### src/rtl/fb_flip_ctrl_pkg.sv
// fb_flip_pkg: CSR map, bit positions and clear-engine states
// shared by the page-flip controller and its interfaces.
package fb_flip_pkg;

  localparam int CSR_AW = 3;

  localparam logic [CSR_AW-1:0] CSR_CTRL   = 3'd0;
  localparam logic [CSR_AW-1:0] CSR_STATUS = 3'd1;
  localparam logic [CSR_AW-1:0] CSR_FB0    = 3'd2;
  localparam logic [CSR_AW-1:0] CSR_FB1    = 3'd3;
  localparam logic [CSR_AW-1:0] CSR_COLOR  = 3'd4;

  localparam int CTRL_SWAP   = 0;
  localparam int CTRL_CLEAR  = 1;
  localparam int CTRL_IRQ_EN = 2;

  localparam int ST_PEND  = 0;
  localparam int ST_BUSY  = 1;
  localparam int ST_IRQ   = 2;
  localparam int ST_FRONT = 3;

  typedef enum logic {
    IDLE,
    BURST
  } clear_state_t;

endpackage

### src/rtl/fb_flip_ctrl_if.sv
// Avalon-MM bundles: CSR slave port and clear-engine
// burst write master port.
interface fb_avs_if;
  import fb_flip_pkg::*;

  logic [CSR_AW-1:0] avs_address;
  logic              avs_read;
  logic              avs_write;
  logic [31:0]       avs_writedata;
  logic [31:0]       avs_readdata;

  modport master (
    output avs_address, avs_read,
    output avs_write, avs_writedata,
    input  avs_readdata
  );

  modport slave (
    input  avs_address, avs_read,
    input  avs_write, avs_writedata,
    output avs_readdata
  );
endinterface

interface fb_avm_if;
  logic [31:0] avm_address;
  logic        avm_write;
  logic [31:0] avm_writedata;
  logic [3:0]  avm_burstcount;
  logic        avm_waitrequest;

  modport master (
    output avm_address, avm_write,
    output avm_writedata, avm_burstcount,
    input  avm_waitrequest
  );

  modport slave (
    input  avm_address, avm_write,
    input  avm_writedata, avm_burstcount,
    output avm_waitrequest
  );
endinterface

### src/rtl/fb_flip_ctrl_vsync.sv
// vsync_edge_sync: two-flop synchroniser for the async vsync
// plus a one-cycle pulse on its falling edge.
module vsync_edge_sync (
  input  logic clk,
  input  logic reset,
  input  logic async_in,
  output logic fall
);

  logic s1_q, s2_q, s3_q;

  always_ff @(posedge clk or posedge reset) begin
    if (reset) begin
      s1_q <= 1'b0;
      s2_q <= 1'b0;
      s3_q <= 1'b0;
    end else begin
      s1_q <= async_in;
      s2_q <= s1_q;
      s3_q <= s2_q;
    end
  end

  assign fall = s3_q & ~s2_q;

endmodule

### src/rtl/fb_flip_ctrl.sv
// fb_flip_ctrl: double-buffer page flip on vsync, CSR regfile,
// IRQ on flip and a burst clear engine for the back buffer.
module fb_flip_ctrl
  import fb_flip_pkg::*;
#(
  parameter int H_RES     = 640,
  parameter int V_RES     = 480,
  parameter int BPP_BYTES = 2,
  parameter int BURST_LEN = 8
) (
  input  logic        clk,
  input  logic        reset,
  fb_avs_if.slave     avs,
  fb_avm_if.master    avm,
  input  logic        vga_vs,
  output logic [31:0] frame_buffer_ptr,
  output logic        irq
);

  localparam int FB_WORDS = H_RES * V_RES * BPP_BYTES / 4;
  localparam int WW = $clog2(FB_WORDS);
  localparam logic [WW-1:0] LAST_WORD = WW'(FB_WORDS - 1);
  localparam logic [3:0] LAST_BEAT = 4'(BURST_LEN - 1);
  localparam logic [31:0] STEP = 32'(BURST_LEN * 4);

  if ((FB_WORDS % BURST_LEN) != 0 || BURST_LEN > 15) begin : g_bad_cfg
    $error("FB_WORDS must be a multiple of BURST_LEN (<=15)");
  end

  logic vs_fall, busy, flip;
  logic wr_ctrl, wr_stat, swap_req, clr_req;
  logic irq_en_q, irq_en_d, pend_q, pend_d;
  logic irqf_q, irqf_d, front_q, front_d;
  logic [15:0] vcnt_q, vcnt_d;
  logic [26:0] fb0_q, fb0_d, fb1_q, fb1_d;
  logic [31:0] color_q, color_d;
  logic [31:0] rdata_q, rdata_d, ptr_q, ptr_d;
  clear_state_t state_q, state_d;
  logic [31:0] addr_q, addr_d, cc_q, cc_d;
  logic [3:0] beat_q, beat_d;
  logic [WW-1:0] word_q, word_d;

  vsync_edge_sync u_vs (
    .clk      (clk),
    .reset    (reset),
    .async_in (vga_vs),
    .fall     (vs_fall)
  );

  assign wr_ctrl  = avs.avs_write && avs.avs_address == CSR_CTRL;
  assign wr_stat  = avs.avs_write && avs.avs_address == CSR_STATUS;
  assign swap_req = wr_ctrl && avs.avs_writedata[CTRL_SWAP];
  assign clr_req  = wr_ctrl && avs.avs_writedata[CTRL_CLEAR];
  assign busy     = (state_q == BURST);
  // Flip decision uses pending as it stood before this cycle.
  assign flip     = vs_fall && pend_q && !busy;

  always_comb begin
    irq_en_d = irq_en_q;
    pend_d   = pend_q;
    irqf_d   = irqf_q;
    front_d  = front_q;
    vcnt_d   = vcnt_q;
    fb0_d    = fb0_q;
    fb1_d    = fb1_q;
    color_d  = color_q;
    if (wr_ctrl)
      irq_en_d = avs.avs_writedata[CTRL_IRQ_EN];
    if (swap_req)
      pend_d = 1'b1;
    if (wr_stat && avs.avs_writedata[ST_IRQ])
      irqf_d = 1'b0;
    if (vs_fall)
      vcnt_d = vcnt_q + 16'd1;
    if (flip) begin
      pend_d  = 1'b0;
      irqf_d  = 1'b1;
      front_d = ~front_q;
    end
    if (avs.avs_write) begin
      unique case (1'b1)
        avs.avs_address == CSR_FB0:
          fb0_d = avs.avs_writedata[31:5];
        avs.avs_address == CSR_FB1:
          fb1_d = avs.avs_writedata[31:5];
        avs.avs_address == CSR_COLOR:
          color_d = avs.avs_writedata;
        default: ;
      endcase
    end
    ptr_d = front_q ? {fb1_q, 5'd0} : {fb0_q, 5'd0};
  end

  always_comb begin
    rdata_d = '0;
    if (avs.avs_read) begin
      case (avs.avs_address)
        CSR_CTRL:   rdata_d[CTRL_IRQ_EN] = irq_en_q;
        CSR_STATUS: rdata_d = {vcnt_q, 12'd0, front_q,
                               irqf_q, busy, pend_q};
        CSR_FB0:    rdata_d = {fb0_q, 5'd0};
        CSR_FB1:    rdata_d = {fb1_q, 5'd0};
        CSR_COLOR:  rdata_d = color_q;
        default:    rdata_d = '0;
      endcase
    end
  end

  always_comb begin
    state_d = state_q;
    addr_d  = addr_q;
    cc_d    = cc_q;
    beat_d  = beat_q;
    word_d  = word_q;
    unique case (state_q)
      IDLE: begin
        if (clr_req) begin
          state_d = BURST;
          addr_d  = front_q ? {fb0_q, 5'd0} : {fb1_q, 5'd0};
          cc_d    = color_q;
          beat_d  = '0;
          word_d  = '0;
        end
      end
      BURST: begin
        if (!avm.avm_waitrequest) begin
          word_d = word_q + 1'b1;
          if (beat_q == LAST_BEAT) begin
            beat_d = '0;
            addr_d = addr_q + STEP;
          end else begin
            beat_d = beat_q + 4'd1;
          end
          if (word_q == LAST_WORD)
            state_d = IDLE;
        end
      end
      default: state_d = IDLE;
    endcase
  end

  always_ff @(posedge clk or posedge reset) begin
    if (reset) begin
      irq_en_q <= 1'b0;
      pend_q   <= 1'b0;
      irqf_q   <= 1'b0;
      front_q  <= 1'b0;
      vcnt_q   <= '0;
      fb0_q    <= '0;
      fb1_q    <= '0;
      color_q  <= '0;
      rdata_q  <= '0;
      ptr_q    <= '0;
      state_q  <= IDLE;
      addr_q   <= '0;
      cc_q     <= '0;
      beat_q   <= '0;
      word_q   <= '0;
    end else begin
      irq_en_q <= irq_en_d;
      pend_q   <= pend_d;
      irqf_q   <= irqf_d;
      front_q  <= front_d;
      vcnt_q   <= vcnt_d;
      fb0_q    <= fb0_d;
      fb1_q    <= fb1_d;
      color_q  <= color_d;
      rdata_q  <= rdata_d;
      ptr_q    <= ptr_d;
      state_q  <= state_d;
      addr_q   <= addr_d;
      cc_q     <= cc_d;
      beat_q   <= beat_d;
      word_q   <= word_d;
    end
  end

  assign avs.avs_readdata   = rdata_q;
  assign avm.avm_write      = busy;
  assign avm.avm_address    = addr_q;
  assign avm.avm_writedata  = cc_q;
  assign avm.avm_burstcount = 4'(BURST_LEN);
  assign frame_buffer_ptr   = ptr_q;
  assign irq                = irqf_q & irq_en_q;

endmodule

### src/flat_wrapper.sv
// flat-port wrapper written by rule: the top's interface ports become plain ports
module fb_flip_ctrl_flat import fb_flip_pkg::*;
#(
  parameter int H_RES     = 640,
  parameter int V_RES     = 480,
  parameter int BPP_BYTES = 2,
  parameter int BURST_LEN = 8
)
  (clk, reset, vga_vs, frame_buffer_ptr, irq, avs_avs_address, avs_avs_read, avs_avs_write, avs_avs_writedata, avs_avs_readdata, avm_avm_address, avm_avm_write, avm_avm_writedata, avm_avm_burstcount, avm_avm_waitrequest);
  fb_avs_if avs_i ();
  fb_avm_if avm_i ();
  input  logic clk;
  input  logic reset;
  input  logic vga_vs;
  output logic [31:0] frame_buffer_ptr;
  output logic irq;
  input wire logic [$bits(avs_i.avs_address)-1:0] avs_avs_address;
  input wire logic [$bits(avs_i.avs_read)-1:0] avs_avs_read;
  input wire logic [$bits(avs_i.avs_write)-1:0] avs_avs_write;
  input wire logic [$bits(avs_i.avs_writedata)-1:0] avs_avs_writedata;
  output wire logic [$bits(avs_i.avs_readdata)-1:0] avs_avs_readdata;
  output wire logic [$bits(avm_i.avm_address)-1:0] avm_avm_address;
  output wire logic [$bits(avm_i.avm_write)-1:0] avm_avm_write;
  output wire logic [$bits(avm_i.avm_writedata)-1:0] avm_avm_writedata;
  output wire logic [$bits(avm_i.avm_burstcount)-1:0] avm_avm_burstcount;
  input wire logic [$bits(avm_i.avm_waitrequest)-1:0] avm_avm_waitrequest;
  assign avs_i.avs_address = avs_avs_address;
  assign avs_i.avs_read = avs_avs_read;
  assign avs_i.avs_write = avs_avs_write;
  assign avs_i.avs_writedata = avs_avs_writedata;
  assign avs_avs_readdata = avs_i.avs_readdata;
  assign avm_avm_address = avm_i.avm_address;
  assign avm_avm_write = avm_i.avm_write;
  assign avm_avm_writedata = avm_i.avm_writedata;
  assign avm_avm_burstcount = avm_i.avm_burstcount;
  assign avm_i.avm_waitrequest = avm_avm_waitrequest;
  fb_flip_ctrl #(.H_RES(H_RES), .V_RES(V_RES), .BPP_BYTES(BPP_BYTES), .BURST_LEN(BURST_LEN)) u_core (.clk(clk), .reset(reset), .avs(avs_i), .avm(avm_i), .vga_vs(vga_vs), .frame_buffer_ptr(frame_buffer_ptr), .irq(irq));
endmodule
### config.mk
export PLATFORM = sky130hd
export DESIGN_NAME = fb_flip_ctrl_flat
export DESIGN_NICKNAME = d
export VERILOG_FILES = /design/src/rtl/fb_flip_ctrl_pkg.sv /design/src/rtl/fb_flip_ctrl_if.sv /design/src/rtl/fb_flip_ctrl_vsync.sv /design/src/rtl/fb_flip_ctrl.sv /design/src/flat_wrapper.sv
export SDC_FILE = /design/constraint.sdc
export NUM_CORES = 1
export LEC_CHECK = 0
export ABC_AREA = 1
export BUFFER_PORTS_ARGS = -buffer_cell sky130_fd_sc_hd__buf_2
export CAP_MARGIN = 20
export CORE_UTILIZATION = 50
export CTS_CLUSTER_DIAMETER = 200
export DETAILED_ROUTE_END_ITERATION = 6
export GPL_ROUTABILITY_DRIVEN = 0
export PLACE_DENSITY_LB_ADDON = 0.3
export SYNTH_ARGS = -nofsm -noshare
export SYNTH_HDL_FRONTEND = slang
export SYNTH_SLANG_ARGS = --single-unit
### constraint.sdc
create_clock -name clk -period 11.1 [get_ports clk]
set_clock_uncertainty 0.05 [all_clocks]
set_input_delay 2.22 -clock clk [delete_from_list [all_inputs] [get_ports clk]]
set_output_delay 2.22 -clock clk [all_outputs]
set_load 0.05 [all_outputs]
# Word-level counts from Yosys, hierarchy flattened
# Index checks and enable logic that the tools add are counted.
[word_totals]
register_bits = 260
out_inout_bits = 134
elab_cells = 78
[op_classes]
addsub = 4
n_eq_ne = 9
mux = 25
n_bitwise = 5
n_reduce_logical = 17
[ops]
columns = ["operator", "count"]
rows = [
  ["2-to-1 mux 32 bit", 6],
  ["case mux 29 bit (4 select lines)", 1],
  ["case mux 32 bit (2 select lines)", 1],
  ["2-to-1 mux 18 bit", 2],
  ["case mux 18 bit (2 select lines)", 1],
  ["adder 32 x 6 -> 32 bit, second input constant", 1],
  ["adder 18 x 1 -> 18 bit, second input constant", 1],
  ["== test 18 bit, second input constant", 1],
  ["adder 16 x 1 -> 16 bit, second input constant", 1],
  ["2-to-1 mux 4 bit", 3],
  ["AND reduction 2 bit", 5],
  ["case mux 4 bit (2 select lines)", 1],
  ["logical AND 1 bit", 7],
  ["2-to-1 mux 1 bit", 7],
  ["== test 3 x 2 -> 1 bit, second input constant", 2],
  ["adder 4 x 1 -> 4 bit, second input constant", 1],
  ["== test 4 x 3 -> 1 bit, second input constant", 1],
  ["inequality test 2 bit, second input constant", 2],
  ["case mux 2 bit (2 select lines)", 1],
  ["nonzero test 2 bit", 2],
  ["== test 3 x 1 -> 1 bit, second input constant", 1],
  ["== test 3 bit, second input constant", 1],
  ["zero test 3 bit", 1],
  ["NOT 1 bit", 3],
  ["6 further kinds", 7],
]

# Depth between registers and ports, before layout
[logic_depth]
word_depth = 5
depth_mapped = 10
ltp_nobuf = 10

# Hierarchy
# A second synthesis with hierarchy kept.
[hier_totals]
cells_unflattened = 1385
area_unflattened_um2 = 11474.8
[modules_own_cells]
columns = ["mod", "instances", "cells_each", "area_each_um2"]
rows = [
  ["fb_flip_ctrl", 1, 1379, 11385.9],
  ["vsync_edge_sync", 1, 6, 88.8],
]

# Worst setup path before layout
# No wires, ideal clock.
[synth_timing]
kind = "input to register"
start = "input port avs_avs_write"
end = "register u_core.cc_q[0] (netlist: u_core.avm.avm_writedata[0])"
setup_time_ns = 0.130
arrival_ns = 3.158
t_required_ns = 10.920
path_slack_ns = 7.762
cell_stages = 8
n_path_buf = 3
path_cell_list = "buf_2 -> nand3_1 -> inv_1 -> nand3_2 -> buf_2 -> buf_2 -> nand2_1 -> o21ai_0"
[synth_between]
elab_chain_cells = 3
[synth_lines]
columns = ["item", "line", "rtl"]
rows = [
  ["start: declaration", "flat_wrapper.sv:19", "input wire logic [$bits(avs_i.avs_write)-1:0] avs_avs_write;"],
  ["logical AND 1 bit", "fb_flip_ctrl.sv:50", "assign wr_ctrl = avs.avs_write && avs.avs_address == CSR_CTRL;"],
  ["logical AND 1 bit", "fb_flip_ctrl.sv:53", "assign clr_req = wr_ctrl && avs.avs_writedata[CTRL_CLEAR];"],
  ["AND reduction 2 bit (no source line)", "-", ""],
  ["end signal: assignment", "fb_flip_ctrl.sv:156", "cc_q <= '0;"],
  ["end signal: assignment", "fb_flip_ctrl.sv:172", "cc_q <= cc_d;"],
  ["end: declaration", "fb_flip_ctrl.sv:39", "logic [31:0] addr_q, addr_d, cc_q, cc_d;"],
]
# No other way between the ends.
# A chain may end at the register's enable or synchronous reset.

# Final worst setup path
[layout_timing]
start = "input port avs_avs_address[1]"
end = "register u_core.addr_q[15] (netlist: u_core.avm.avm_address[15])"
[layout_between]
elab_chain_cells = 5
[layout_lines]
columns = ["item", "line", "rtl"]
rows = [
  ["start: declaration", "flat_wrapper.sv:17", "input wire logic [$bits(avs_i.avs_address)-1:0] avs_avs_address;"],
  ["zero test 3 bit", "fb_flip_ctrl.sv:50", ""],
  ["logical AND 1 bit", "fb_flip_ctrl.sv:50", ""],
  ["logical AND 1 bit", "fb_flip_ctrl.sv:53", ""],
  ["inequality test 2 x 1 -> 1 bit (no source line)", "-", ""],
  ["AND reduction 3 bit (no source line)", "-", ""],
  ["end signal: assignment", "fb_flip_ctrl.sv:171", "addr_q <= addr_d;"],
  ["end: declaration", "fb_flip_ctrl.sv:39", ""],
]
# No other way between the ends.

==> results.md <==
- Wire per inst: 16.9 um
- Switching power: approximately 1500 uW
- Die Wd: ~150 um
- Pwr per Cell Area: 260 mW/mm2
- Sequential Power Share: 0.384
- Dpl hpwl: 20100 um
- Die area: 0.0234 mm2
- Area Overhead vs Synth: 16.7%
- Global-route wire length before repair: 48900 um
- Total Power: 3460 uW
- Leakage: 0.00674 uW
- TritonCTS clock tree: done
- Post-Syn Instances: 1359
- Vias per inst: between 5 and 6
- Via count: 9762
- Post-synth EDFFs: 0
- Core area: 0.0221 mm2
- Routed Antenna Nets: 0
- Port Buffer Count: 160
- Final setup TNS: 0 ps
- Worst-Margin Slew: roughly 1100 ps
- Clk pwr share: 0.260
- Synth unique cells: 39
- Crit-path max cell delay: just under 600 ps
- Hold Crit Depth: 0
- Clock tree buffer depth: 3
- R2r worst-path depth: 9
- CP required: approximately 12000 ps
- Vias in the first global route: 9346
- CP max-delay cell: nand3_2
- Drt first pass iters: 5
- Peak Freq: 224 MHz
- Min-Delay Path Class: reg -> reg
- Worst Path Max Fanout: 43
- Crit end category: flip-flop
- Worst vdd rail ir drop: 137 uV
- Post-CTS sizing: 0
- WP data arrival: 4880 ps
- Relative slew slack: 0.233
- Most used DFF post-synth: dfrtp_1
- Multi-input gate area: roughly 0.0042 mm2
- Mapped cell area: 0.0114 mm2
- Crit start category: input pin
- Endpoints failing setup: 0
- Synth warn: 0
- Clk_lat worst skew: roughly 540 ps
- Root Driver: clkbuf_16
- Filler cells: 1957
- DRC viols: 0
- Logic pwr share: 0.357
- Nets: 1542
- Final Hold Vio Count: 0
- Layout cells sized above 1: 0.158
- Worst Hold Slack: 298 ps
- Minimum clock period: 4460 ps
- Final worst-path cycle share: 0.402
- Critical-path cell list: buf_2 -> nor2_2 -> nand3_1 -> inv_1 -> nand3_2 -> buf_4 -> nand2_2 -> o21ai_0 -> nand2_1 -> nand2_1 -> inv_1
- Post-layout util: 0.602
- CTS Hold Bufs: 0
- Largest net degree at the start of global routing: between 150 and 200
- Initial core utilization: 0.515
- Sequential area share after synthesis: 0.549
- Reg clk slew, reported paths: 60 ps
- Ys async rst share: 1.00
- TritonCTS buffer count: 26
- DIE HEIGHT: 153 um
- Sw frac: 0.432
- Status: finished clean
- Gr ovfl total: 0
- Crit Path Category: in -> reg
- First DRT Iteration DRCs: 972
- Storage cell area: ~0.0063 mm2
- Total Routing Usage GR: 0.262
- Core Rows: 54
- Max_cap viols: 0
- Num Clock Sinks: 250
- Io pins: 175
- Final Max Tran Viols: 0
- ANT cells: 0
- Int Pwr: 1970 uW
- Post CTS Setup Buffer Count: 0
- Drt total wl: 30300 um
- Htree depth: 1
- Unrepaired setup endpoints after global routing: no
- Seq cells post-synth: 250
- Initial antenna violation count: 0
- Syn avg cell area: 8.38 um2
[path summary, 6_finish.rpt]
path                                           startpoint                                      end  slack [ps]
setup reg to reg           u_core.avm.avm_write$_DFF_PP0_   u_core.avm.avm_address[15]$_DFFE_PP0P_        7530
min in group asynchronous                           reset    u_core.frame_buffer_ptr[26]$_DFF_PP0_        1630
hold reg to reg                u_core.u_vs.s1_q$_DFF_PP0_               u_core.u_vs.s2_q$_DFF_PP0_         300
hold / removal                 u_core.u_vs.s1_q$_DFF_PP0_               u_core.u_vs.s2_q$_DFF_PP0_         300
setup / recovery                       avs_avs_address[1]   u_core.avm.avm_address[15]$_DFFE_PP0P_        6640
max in group asynchronous                           reset  u_core.avm.avm_writedata[3]$_DFFE_PP0P_        7820
[sequential cells by signal, summed over array words and instances, names as in the netlist, 4 cells and up]
| name | count |
|---|---|
| u_core.avm.avm_writedata | 32 |
| u_core.vcnt_q | 16 |
| u_core.avs.avs_readdata | 32 |
| u_core.color_q | 32 |
| u_core.avm.avm_address | 27 |
| u_core.beat_q | 4 |
| u_core.frame_buffer_ptr | 27 |
| u_core.word_q | 18 |
| u_core.fb1_q | 27 |
| u_core.fb0_q | 27 |
[power by group through the flow]
stage	Sequential [uW]	Clock [uW]	Combinational, uW
5_1_grt	1360	948	1330
4_1_cts	1320	911	1230
2_1_floorplan	1740	0	483
6_report	1330	898	1230
3_5_place_dp	1340	0	1220
3_3_place_gp	1330	0	1200
[worst max-delay path: cells and delay by family]
family | cells | cell delay [ps]
buf+inv | 4 | 800
compound gates | 1 | 220
simple gates | 6 | 1590
[synth_stat cells, drive strengths merged, types with 4 or more instances]
cell,n,share of area
o21ai,193,0.085
xnor2,4,0.0031
nand4,13,0.0085
a21oi,78,0.036
clkbuf,39,0.013
a221oi,8,0.0062
xor2,17,0.013
nand3,46,0.021
inv,172,0.057
buf,36,0.020
dfrtp,250,0.55
nor2,142,0.049
a211oi,16,0.011
a31oi,5,0.0027
nor3,12,0.0053
ha,4,0.0044
nand2,285,0.095
o22ai,26,0.014
[cell type report]
class / instances / share of cell area
multi-input cells: 874 / 0.313
inverters: 172 / 0.0491
flip-flops and latches: 250 / 0.471
well taps: 280 / 0.0264
clock buffers: 37 / 0.0566
repair buffers: 173 / 0.0736
clock inverters: 10 / 0.0105
[stage by stage]
| step | area [um2] | setup WS [ps] | std cells |
|---|---|---|---|
| finish | 13300 | 6640 | 1796 |
| global route | 13300 | 6360 | 1796 |
| CTS | 13200 | 6710 | 1793 |
| detailed placement | 12300 | 6210 | 1746 |
| global placement | 12300 | 6240 | 1744 |
| floorplan | 11400 | 1960 | 1371 |
[cells in the final DEF (no fill, tap or decap), drive strengths merged, types with 2 or more instances in the layout]
cell and n:
nand2 285, dfrtp 250, o21ai 193, buf 173
inv 172, nor2 142, a21oi 78, nand3 46
clkbuf 37, o22ai 26, xor2 17, a211oi 16
conb 14, nand4 13, nor3 12, a221oi 8
clkinv 6, a31oi 5, xnor2 4, ha 4
bufinv 3, o21bai 2, o211ai 2
[metal layers]
layer | up-vias | share of wire | GRT usage
met5 | - | 0 | 0
met4 | 0 | 0.016 | 0.0620
met3 | 32 | 0.076 | 0.0377
met2 | 405 | 0.45 | 0.410
met1 | 4678 | 0.46 | 0.388
li1 | 4647 | - | -
[cells by family after synthesis]
kind of cell | synth area share
simple gates | 0.181
flops | 0.549
other cells | 0.000660
buf+inv | 0.0897
compound gates | 0.159
xor+xnor | 0.0162
fa+ha+maj | 0.00440
Note: power is estimated with default switching activity, not from simulation.
